**config.mk**
```make
export PLATFORM = sky130hd
export DESIGN_NAME = vga_tile_renderer
export DESIGN_NICKNAME = d
export VERILOG_FILES = /design/src/rtl/vga_tile_renderer.sv
export SDC_FILE = /design/constraint.sdc
export NUM_CORES = 1
export LEC_CHECK = 0
export BUFFER_PORTS_ARGS = -buffer_cell sky130_fd_sc_hd__buf_2
export CORE_UTILIZATION = 50
export CTS_CLUSTER_DIAMETER = 200
export DETAILED_ROUTE_END_ITERATION = 12
export PLACE_DENSITY = 0.72
export SKIP_LAST_GASP = 1
export SYNTH_ARGS = -nofsm -noshare
export SYNTH_HDL_FRONTEND = slang
export SYNTH_SLANG_ARGS = --single-unit
```
**constraint.sdc**
```tcl
create_clock -name clk_50MHz -period 3.2 [get_ports clk_50MHz]
set_clock_uncertainty 0.15 [all_clocks]
set_input_delay 0.32 -clock clk_50MHz [delete_from_list [all_inputs] [get_ports clk_50MHz]]
set_output_delay 0.32 -clock clk_50MHz [all_outputs]
set_load 0.02 [all_outputs]
```
**src/rtl/vga_tile_renderer.sv**
```systemverilog
// Tile-based pixel pipeline: counts -> tile map -> pattern RAM -> palette -> VGA pins.
// Sync and blank ride alongside the colour path so all pins change on the same edge.
module vga_tile_renderer #(
  parameter int COUNTER_BITS  = 16,
  parameter int MAP_COLS      = 40,
  parameter int MAP_ADDR_BITS = 11,
  parameter int TILE_IDX_BITS = 8
) (
  input  logic                       clk_50MHz,
  input  logic                       clear,
  input  logic                       pix_en,
  input  logic [COUNTER_BITS-1:0]    h_count,
  input  logic [COUNTER_BITS-1:0]    v_count,
  input  logic                       bright,
  input  logic                       h_sync,
  input  logic                       v_sync,
  output logic [MAP_ADDR_BITS-1:0]   tile_addr,
  input  logic [TILE_IDX_BITS-1:0]   tile_data,
  output logic [TILE_IDX_BITS+7:0]   pat_addr,
  input  logic [3:0]                 pat_data,
  input  logic                       pal_we,
  input  logic [3:0]                 pal_idx,
  input  logic [7:0]                 pal_data,
  output logic [7:0]                 rgb,
  output logic                       vga_hsync,
  output logic                       vga_vsync,
  output logic                       vga_blank_n
);

  localparam logic [MAP_ADDR_BITS-1:0] COLS_C = MAP_ADDR_BITS'(MAP_COLS);

  logic [MAP_ADDR_BITS-1:0] v_tile, h_tile, tile_addr_d, tile_addr_q;
  logic [MAP_ADDR_BITS-1:0] part [MAP_ADDR_BITS];

  logic [3:0]               col_q, row_q;
  logic                     s1_bright_q, s1_hs_q, s1_vs_q;
  logic [TILE_IDX_BITS+7:0] pat_addr_q;
  logic                     s2_bright_q, s2_hs_q, s2_vs_q;
  logic [3:0]               pix_idx_q;
  logic                     s3_bright_q, s3_hs_q, s3_vs_q;
  logic [7:0]               rgb_q;
  logic                     hsync_q, vsync_q, blank_n_q;
  logic [7:0]               pal_q [16];

  assign v_tile = MAP_ADDR_BITS'(v_count >> 4);
  assign h_tile = MAP_ADDR_BITS'(h_count >> 4);

  // Row-stride multiply as a sum of shifted copies, one per set bit of MAP_COLS.
  genvar gi;
  generate
    for (gi = 0; gi < MAP_ADDR_BITS; gi++) begin : g_pp
      assign part[gi] = COLS_C[gi] ? (v_tile << gi) : '0;
    end
  endgenerate

  always_comb begin
    tile_addr_d = h_tile;
    for (int k = 0; k < MAP_ADDR_BITS; k++) begin
      tile_addr_d = tile_addr_d + part[k];
    end
  end

  always_ff @(posedge clk_50MHz) begin
    if (clear) begin
      col_q       <= '0;
      row_q       <= '0;
      s1_bright_q <= 1'b0;
      s1_hs_q     <= 1'b1;
      s1_vs_q     <= 1'b1;
      tile_addr_q <= '0;
      pat_addr_q  <= '0;
      s2_bright_q <= 1'b0;
      s2_hs_q     <= 1'b1;
      s2_vs_q     <= 1'b1;
      pix_idx_q   <= '0;
      s3_bright_q <= 1'b0;
      s3_hs_q     <= 1'b1;
      s3_vs_q     <= 1'b1;
      rgb_q       <= 8'h00;
      hsync_q     <= 1'b1;
      vsync_q     <= 1'b1;
      blank_n_q   <= 1'b0;
    end else if (pix_en) begin
      col_q       <= h_count[3:0];
      row_q       <= v_count[3:0];
      s1_bright_q <= bright;
      s1_hs_q     <= h_sync;
      s1_vs_q     <= v_sync;
      // Address holds during blanking so off-screen counts never reach the RAMs.
      if (bright) tile_addr_q <= tile_addr_d;
      pat_addr_q  <= {tile_data, row_q, col_q};
      s2_bright_q <= s1_bright_q;
      s2_hs_q     <= s1_hs_q;
      s2_vs_q     <= s1_vs_q;
      pix_idx_q   <= pat_data;
      s3_bright_q <= s2_bright_q;
      s3_hs_q     <= s2_hs_q;
      s3_vs_q     <= s2_vs_q;
      rgb_q       <= s3_bright_q ? pal_q[pix_idx_q] : 8'h00;
      hsync_q     <= s3_hs_q;
      vsync_q     <= s3_vs_q;
      blank_n_q   <= s3_bright_q;
    end
  end

  // Lookup above sees the pre-write entry when write and read share an edge.
  always_ff @(posedge clk_50MHz) begin
    if (clear) begin
      for (int k = 0; k < 16; k++) pal_q[k] <= 8'h00;
    end else if (pal_we) begin
      pal_q[pal_idx] <= pal_data;
    end
  end

  assign tile_addr   = tile_addr_q;
  assign pat_addr    = pat_addr_q;
  assign rgb         = rgb_q;
  assign vga_hsync   = hsync_q;
  assign vga_vsync   = vsync_q;
  assign vga_blank_n = blank_n_q;

endmodule

```
# [Word-level counts from Yosys, hierarchy flattened]
# Memory sizes are Yosys's and may differ from the RTL's. A register that Yosys moved wholly into a read port is not among the register bits.
# Index checks and enable logic that the tools add are counted.
[totals] ff_bits=59 ram_bits=128 inputBits=63 output_inout_bits=38 elab_cells=34 n_memories=1
[op_classes] add_sub_neg=2 n_mux=11 n_reduce_logical=2
[memory_table] memory="pal_q" depth=16 word_bits=8 read_ports=1 rd_clocked_by_memory_dff=1 write_ports=16 line_no="43" rtl="logic [7:0] pal_q [16];"
[op_table] cell="$add 11x11->11" n=2
[op_table] cell="$mux 8" n=2
[op_table] cell="$mux 4" n=3
[op_table] cell="$reduce_or 8->1" n=1
[op_table] cell="$mux 1" n=6
[op_table] cell="$reduce_and 2->1" n=1

# [Logic depth before layout (Yosys ltp)]
# Gate-level depths: netlist of run 1.
[logic_depth] word_depth=5 ltp_mapped=9 depth_no_buf=9

# [Worst setup path after synthesis of run 1]
# No wires, ideal clock.
[synth_timing] kind="input to register" start="input port h_count[9]" end="register tile_addr_q[10] (netlist: tile_addr[10])" setup_time_ns=0.132 arrival_time_ns=2.123 t_required_ns=2.918 slack_ns=0.795 path_stages=9 n_path_buf=0 cell_sequence="inv_1 fa_1 inv_1 fa_1 a211oi_1 o21bai_1 a21oi_1 xnor2_1 a21oi_1"
[synth_between] elab_chain_len=2
[synth_rtl] element="start: declaration" line_no="12" rtl="input logic [COUNTER_BITS-1:0] h_count,"
[synth_rtl] element="$add 11x11->11 (2 in a row)" line_no="59" rtl="tile_addr_d = tile_addr_d + part[k];"
[synth_rtl] element="end signal: assignment" line_no="90" rtl="if (bright) tile_addr_q <= tile_addr_d;"
[synth_rtl] element="end: declaration" line_no="32" rtl="logic [MAP_ADDR_BITS-1:0] v_tile, h_tile, tile_addr_d, tile_addr_q;"
# Every way passes these cells.
# A chain may end at the register's enable or synchronous reset.

==> flow_summary.json, run 1 <==
{
  "outcome": "completed",
  "synthMuxAreaShare_pct": 15.92,
  "stdcell_count": 981,
  "drive_gt1_share_pct": 22.73,
  "first_global_vias": 5258,
  "crit_fanout": 22,
  "worst-setup-path-type": "register to register",
  "wl_per_cell_um": 18.39,
  "worstMarginPinSlew_ns": 0.8959,
  "core_area_um2": 16640,
  "grt.overflow.total": 0,
  "design_area_um2": 10030,
  "place_ws_ns": 0.5483,
  "synthXorXnorAreaFrac_pct": 0.6139,
  "clkTransAtPathRegs_ns": 0.07,
  "slew_headroom_pct": 40.19,
  "totalNegativeSetupSlack_ns": 0,
  "final-setup-viol-count": 0,
  "initial_core_util_pct": 51.44,
  "vias": 5286,
  "p_total_mw": 5.452,
  "placed_area_um2": 9249,
  "synthDistinctLibCells": 38,
  "rsz0062_at_grt": "no",
  "ys_warn_count": 0,
  "worst_ir_drop_vdd_v": 0.0004324,
  "cts.path.max_buffers": 2,
  "ys.flop_type": "edfxtp_1",
  "synth_edf_count": 128,
  "diodes": 0,
  "grt_pass1_wl_mm": 28.18,
  "worstPathArrival_ns": 2.52,
  "synth_area_per_cell_um2": 13.59,
  "insertion_delay_ns": 0.44,
  "hold_slack_ns": 0.02933,
  "synth_area_um2": 8561,
  "cts_tree": "built",
  "synthSimpleGateAreaFrac_pct": 14.48,
  "synth_async_sr_flop_share_pct": 0,
  "routabilityCongestion": 0.8073,
  "synthAdderAreaFrac_pct": 2.572,
  "ant_nets": 0,
  "cts_buffers": 17,
  "p_leak_nw": 3.942,
  "drc": 0,
  "numPortBuffers": 95,
  "post-dp-hpwl_mm": 12.31,
  "cp-start-kind": "register",
  "slew_violations": 0,
  "p_per_area_nw_per_um2": 543.4,
  "detail_route.iter0.violations": 322,
  "fin_util_pct": 60.29,
  "final-hold-violation-count": 0,
  "antenna_found_initial": 0,
  "nets": 825,
  "die_area_um2": 17650,
  "area_growth_pct": 17.20,
  "cts.sinks": 191,
  "endpoint": "rgb[7]",
  "synth.net_count": 707,
  "die_h_um": 132.9,
  "maxCapViolCount": 0,
  "die_w_um": 132.9,
  "htree_levels": 4,
  "reg2reg_slack_ns": 0.82,
  "cts_setup_buffers": 0,
  "setup_ws_ns": 0.8232,
  "dp.cells": 928,
  "synth_compound_area_share_pct": 3.610,
  "routed_wl_mm": 18.04,
  "fmax_mhz": 420.7,
  "period_share_pct": 74.28,
  "yosys.area.top_type_share_pct": 44.90,
  "yosysTopAreaCell": "edfxtp_1",
  "cp.required_ns": 3.35,
  "post-route-min-period_ns": 2.377,
  "hold_buffers": 21,
  "io_pins": 101,
  "synth_top_family_by_area": "multiplexers",
  "synth_area_leaders": "edfxtp_1, dfxtp_1, and2_1, mux4_1, mux2i_1",
  "drt-pass1-iter-count": 4,
  "rows": 47,
  "ys_ff_latch": 191,
  "min_path_type": "input pin to register",
  "cts-root-buf": "clkbuf_16",
  "cts_resized": 0,
  "reg2regPathDepth": 5,
  "grt_max_degree": 51,
  "syn_inst": 630,
  "grtUsageTotal_pct": 21.46,
  "synth-seq-area-share_pct": 59.63,
  "avgViaCountPerCell": 5.388,
  "critPathCaptureType": "register",
  "r2r_end": "rgb[7]"
}
## critical path, cell delays in order (launching register included)
cell and delay, ns:
dfxtp_2 0.58, buf_12 0.26, mux4_1 0.59, mux2_2 0.31, a21oi_1 0.23, o32ai_1 0.11
## power by group
group	internal (mW)	leakage [nW]	switching, mW	total, mW
Combinational	0.256	1.92	0.304	0.561
Sequential	2.76	1.74	0.0565	2.81
Clock	1.10	0.290	0.976	2.08
## metal layers
layer | part of all wire (%) | up-vias | track usage (%) | wire length [um]
met3 | 5.5 | 13 | 4.636 | 1000
met4 | 0.83 | 0 | 5.236 | 150
met1 | 45 | 2603 | 28.79 | 8069
met5 | 0 | - | 0 | 0
li1 | - | 2505 | - | -
met2 | 49 | 165 | 35.66 | 8816
## cells in the mapped netlist, types with 5 or more instances
library cell and count:
and2_1 129, mux2_2 8, dfxtp_1 63, ha_1 8, a21oi_1 20, o21ai_0 15, nand2_1 28, buf_6 8
mux4_2 13, fa_1 6, clkbuf_1 19, mux4_1 19, xnor2_1 6, nor2_1 53, o32ai_1 8, mux2i_1 48
edfxtp_1 128, buf_2 5, inv_1 14
## placed cells by master (no fill, tap or decap), types with 17 or more instances in the layout
| cell | n |
|---|---|
| a21oi_1 | 20 |
| clkbuf_16 | 17 |
| mux2i_1 | 48 |
| buf_2 | 95 |
| mux4_1 | 19 |
| buf_4 | 18 |
| nand2_1 | 28 |
| nor2_1 | 53 |
| dlygate4sd3_1 | 21 |
| dfxtp_1 | 62 |
| and2_1 | 129 |
| edfxtp_1 | 128 |
## worst min path at each step
stage                       from            to  cells after the start
finish               pat_data[0]      register                      3
global route         pat_data[0]      register                      3
CTS                  pat_data[0]      register                      3
detailed placement  tile_addr[0]  tile_addr[0]                      2
global placement    tile_addr[0]  tile_addr[0]                      2
floorplan                s1_hs_q       s1_hs_q                      2
## area by class of cell
class	count	area, um2
inverter	14	52.55
sequential	191	5106
clock buffer	17	425.4
timing repair buffer	135	840.8
multi-input combinational	389	3184
clock inverter	15	148.9
tap	220	275.3
fill	1324	6609
## state kept, by name (all words and copies together) (netlist names), 4 cells and up, named ones only
register	flops
col_q	4
pix_idx_q	4
row_q	4
tile_addr	11
rgb	8
pat_addr	16
pal_q	128
## kinds of logic after synthesis
group           count (synthesis)
compound gates                 51
xor+xnor                        6
fa+ha+maj                      14
buf+inv                        50
flops                         191
mux                            88
simple gates                  230
Note: power is estimated with default switching activity, not from simulation.
==> run 2, diff against run 1 <==
PLACE_DENSITY = 0.75   (was 0.72)
clock period = 2 ns   (was 3.2 ns; I/O delays follow)
==> flow_summary.json, run 2 (synthesized netlist as in run 1, its figures left out) <==
{
  "fin_util_pct": 62.63,
  "fillers": 1230,
  "drive_gt1_share_pct": 27.76,
  "critPathCaptureType": "register",
  "pwr-share-seq_pct": 50.7,
  "diodes": 0,
  "final-hold-violation-count": 0,
  "crit_fanout": 10,
  "die_area_um2": 17650,
  "area_growth_pct": 21.76,
  "grt.overflow.total": 0,
  "period_share_pct": 102.2,
  "cts.path.max_buffers": 2,
  "cp-start-kind": "register",
  "cts_tree": "built",
  "seq_area_um2": 5109,
  "cts.sinks": 191,
  "post-route-min-period_ns": 2.044,
  "outcome": "complete, but fails checks",
  "wl_per_cell_um": 18.54,
  "grt_pass1_wl_mm": 29.19,
  "detail_route.iter0.violations": 377,
  "first_global_vias": 5569,
  "die_h_um": 132.9,
  "final_cell_mix": "and2_1, edfxtp_1, buf_2",
  "design_area_um2": 10420,
  "grtUsageMet3_pct": 4.674,
  "hold_slack_ns": 0.1336,
  "die_w_um": 132.9,
  "met2_usage_pct": 36.68,
  "fmax_mhz": 489.3,
  "rsz0062_at_grt": "yes",
  "holdPathStages": 5,
  "antenna_found_initial": 0,
  "totalNegativeSetupSlack_ns": -0.05559,
  "drt-pass1-iter-count": 6,
  "routabilityCongestion": 0.8117,
  "largest_reg_flops": 128,
  "slew_violations": 0,
  "swShare_pct": 24.49,
  "numPortBuffers": 95,
  "cp.required_ns": 2.16,
  "max_flop_register": "pal_q",
  "violations": "negative setup slack",
  "worstPathArrival_ns": 2.20,
  "core_area_um2": 16640,
  "cts_buffers": 17,
  "busiest_layer": "met2",
  "worstMarginPinSlew_ns": 0.6151,
  "placed_area_um2": 9500,
  "slew_headroom_pct": 58.94,
  "reg2regPathDepth": 5,
  "rows": 47,
  "grt_max_degree": 34,
  "layout_commonest_cell": "and2_1",
  "switchingPower_mw": 2.173,
  "htree_levels": 4,
  "p_leak_nw": 4.113,
  "min_path_type": "input pin to register",
  "setup_ws_ns": -0.04391,
  "insertion_delay_ns": 0.44,
  "initial_core_util_pct": 51.44,
  "vias": 5477,
  "grtUsageTotal_pct": 22.25,
  "pwr-share-clk_pct": 37.6,
  "worst_ir_drop_vdd_v": 0.0006590,
  "drc": 0,
  "p_int_mw": 6.702,
  "multi_input_area_um2": 3209,
  "final-setup-viol-count": 3,
  "worst-setup-path-type": "register to register",
  "post-dp-hpwl_mm": 12.53,
  "dp.cells": 954,
  "p_per_area_nw_per_um2": 851.5,
  "ant_nets": 0,
  "maxCapViolCount": 0,
  "io_pins": 101,
  "grtUsageMet1_pct": 29.17,
  "nets": 860,
  "p_total_mw": 8.876,
  "place_ws_ns": -0.3384,
  "share_comb_of_total_power_pct": 11.8,
  "clkTransAtPathRegs_ns": 0.07,
  "routed_wl_mm": 18.84,
  "stdcell_count": 1016,
  "cts-root-buf": "clkbuf_16",
  "avgViaCountPerCell": 5.391
}
## run 2: layer usage
layer	wire [um]	part of all wire, %	vias to the layer above
li1	-	-	2564
met1	8133	43	2692
met2	9259	49	197
met3	1173	6.2	24
met4	274	1.5	0
met5	0	0	-
## run 2: worst max-delay path, cell delays in order, from the launching register on
cell and delay (ns):
dfxtp_4 0.43, buf_12 0.17, mux4_2 0.53, mux2_2 0.33
a21oi_2 0.20, o32ai_1 0.09
## run 2: layout make-up
type / instances / area share [%]
Inverter: 14 / 0.5762
Timing Repair Buffer: 170 / 11.36
Tap cell: 220 / 2.641
Clock buffer: 20 / 4.597
Sequential cell: 191 / 49.01
Clock inverter: 12 / 1.032
Multi-Input combinational cell: 389 / 30.79
## run 2: final timing paths
| kind | from | to | slack [ns] |
|---|---|---|---|
| max | register | rgb[3] | -0.04 |
| min reg2reg | tile_addr[4] | tile_addr[4] | 0.31 |
| min | h_count[8] | tile_addr[4] | 0.13 |
| max reg2reg | register | rgb[3] | -0.04 |
## run 2: power groups by stage
stage / clock network (mW) / registers (mW) / logic, mW
after detailed placement: 0 / 4.58 / 0.959
after floorplan: 0 / 4.58 / 0.577
after CTS: 3.39 / 4.49 / 1.02
final: 3.33 / 4.50 / 1.04
after global placement: 0 / 4.56 / 0.928
after global routing: 3.52 / 4.51 / 1.14
## run 2: timing repair
action	in CTS	in global routing
setup endpoints to repair	7	9
setup buffers	2	0
gates resized for setup	7	11
pin swaps	0	2
gates cloned	0	2
hold buffers	26	0
hold endpoints to repair	30	0
==> run 3, diff against run 2 <==
CORE_ASPECT_RATIO = 0.7   (was default)
GPL_TIMING_DRIVEN = 0   (was default)
HOLD_SLACK_MARGIN = 0.05   (was default)
==> flow_summary.json, run 3 (synthesized netlist as in run 1, its figures left out) <==
{
  "drive_gt1_share_pct": 26.67,
  "worstMarginPinSlew_ns": 1.321,
  "period_share_pct": 103.4,
  "post-dp-hpwl_mm": 14.05,
  "fmax_mhz": 483.5,
  "maxCapViolCount": 0,
  "rsz0062_at_grt": "yes",
  "routed_wl_mm": 21.06,
  "drc": 0,
  "cts_tree": "built",
  "fin_util_pct": 63.29,
  "min_path_type": "input pin to register",
  "holdPathStages": 2,
  "grt_pass1_wl_mm": 31.60,
  "grt_max_degree": 18,
  "p_leak_nw": 4.064,
  "design_area_um2": 10470,
  "critPathCaptureType": "register",
  "insertion_delay_ns": 0.43,
  "die_h_um": 111.5,
  "worst_ir_drop_vdd_v": 0.0005707,
  "diodes": 0,
  "placed_area_um2": 9344,
  "drt-pass1-iter-count": 5,
  "detail_route.iter0.violations": 488,
  "slew_violations": 0,
  "grt.overflow.total": 0,
  "die_area_um2": 17660,
  "crit_fanout": 7,
  "first_global_vias": 5772,
  "final-setup-viol-count": 7,
  "htree_levels": 4,
  "reg2regPathDepth": 7,
  "routabilityCongestion": 0.8589,
  "reg2reg_slack_ns": -0.07,
  "antenna_found_initial": 0,
  "cp_common_cell": "buf_12",
  "p_per_area_nw_per_um2": 861.9,
  "worstHoldEndpoint": "pal_q[4][0]",
  "nets": 859,
  "violations": "negative setup slack",
  "die_w_um": 158.4,
  "cts.path.max_buffers": 2,
  "max_flop_register": "pal_q",
  "clkTransAtPathRegs_ns": 0.07,
  "hold_slack_ns": 0.08440,
  "cts.sinks": 191,
  "wl_per_cell_um": 20.65,
  "cts_buffers": 17,
  "io_pins": 101,
  "worstPathArrival_ns": 2.21,
  "numPortBuffers": 94,
  "cp-start-kind": "register",
  "critPathSlowestCell": "mux4_2",
  "core_area_um2": 16540,
  "avgViaCountPerCell": 5.551,
  "setup_ws_ns": -0.06829,
  "r2r_end": "rgb[5]",
  "ant_nets": 0,
  "grtUsageTotal_pct": 24.97,
  "largest_reg_flops": 128,
  "final_cell_mix": "and2_1, edfxtp_1, buf_2",
  "worst-setup-path-type": "register to register",
  "cts-root-buf": "clkbuf_16",
  "path_cells": "buf_12 -> buf_12 -> mux4_2 -> mux2i_1 -> nor2_1 -> a21oi_4 -> o32ai_1",
  "outcome": "complete, but fails checks",
  "p_total_mw": 9.023,
  "slew_headroom_pct": 11.01,
  "post-route-min-period_ns": 2.068,
  "vias": 5662,
  "max_stage_delay_ns": 0.55,
  "hold_path_startpoint": "pal_data[0]",
  "area_growth_pct": 22.29,
  "final-hold-violation-count": 0,
  "rows": 39,
  "initial_core_util_pct": 51.75,
  "cp.required_ns": 2.14,
  "layout_commonest_cell": "and2_1"
}
-- run 3: cell count changes in the layout (fill, tap and decap cells not counted), sizes merged --
| cell | before | now |
|---|---|---|
| bufinv | 0 | 1 |
| dlygate4sd3 | 26 | 32 |
| clkbuf | 22 | 43 |
| clkinv | 3 | 2 |
| inv | 23 | 24 |
| buf | 142 | 113 |
-- run 3: cell type report --
class	count	area (um2)
Inverter	14	60.06
Buffer	36	269.0
Tap cell	225	281.5
Fill cell	1177	6073
Sequential cell	191	5106
Timing Repair Buffer	133	904.6
Clock buffer	19	475.5
Multi-Input combinational cell	389	3253
Clock inverter	13	118.9
-- run 3: how the worst max path moves through the flow --
stage                    start             to  slack [ns]  cells after the start
floorplan           v_count[6]  tile_addr[10]        -0.1                      9
CTS                   register         rgb[5]        -0.1                      6
detailed placement       clear    pal_q[8][7]       -0.63                      5
global placement         clear    pal_q[4][1]       -0.56                      5
global route          register         rgb[3]       -0.12                      6
finish                register         rgb[5]       -0.07                      7
-- run 3: where the power goes --
part	internal [mW]	switching [mW]	leakage [nW]	total [mW]
sequential	4.42	0.0783	1.74	4.49
clock	1.89	1.52	0.303	3.41
combinational	0.508	0.608	2.02	1.12
total	6.81	2.21	4.06	9.02
-- run 3: per-layer routing --
| metal | up-vias | share of wire (%) | GRT usage, % |
|---|---|---|---|
| li1 | 2564 | - | - |
| met5 | - | 0 | 0 |
| met2 | 254 | 47 | 38.10 |
| met1 | 2804 | 42 | 33.50 |
| met4 | 0 | 2.2 | 9.615 |
| met3 | 40 | 8.9 | 7.707 |
-- run 3: critical path: cells and delay by family, from the launching register on --
family	cells	cell delay, ns
flip-flops	1	0.34
AO/OA/AOI/OAI	2	0.25
AND/OR/NAND/NOR	1	0.12
multiplexers	2	0.76
buffers and inverters	2	0.30
-- run 3: what timing repair did --
action,CTS,global route
endpoints found under the hold margin,58,0
resized for setup,35,33
pin swaps,1,5
setup buffers,2,2
setup endpoints to repair,33,68
hold buffers,32,0
gates cloned,2,1
-- run 3: per-stage QoR --
| stage | TNS (ns) | setup slack, ns | std cells |
|---|---|---|---|
| finish | -0.2060 | -0.06829 | 1020 |
| detailed placement | -51.27 | -0.6257 | 949 |
| global route | -0.7011 | -0.1193 | 1020 |
| CTS | -0.3142 | -0.09964 | 1017 |
| floorplan | -0.1338 | -0.09506 | 630 |
| global placement | -45.77 | -0.5604 | 949 |
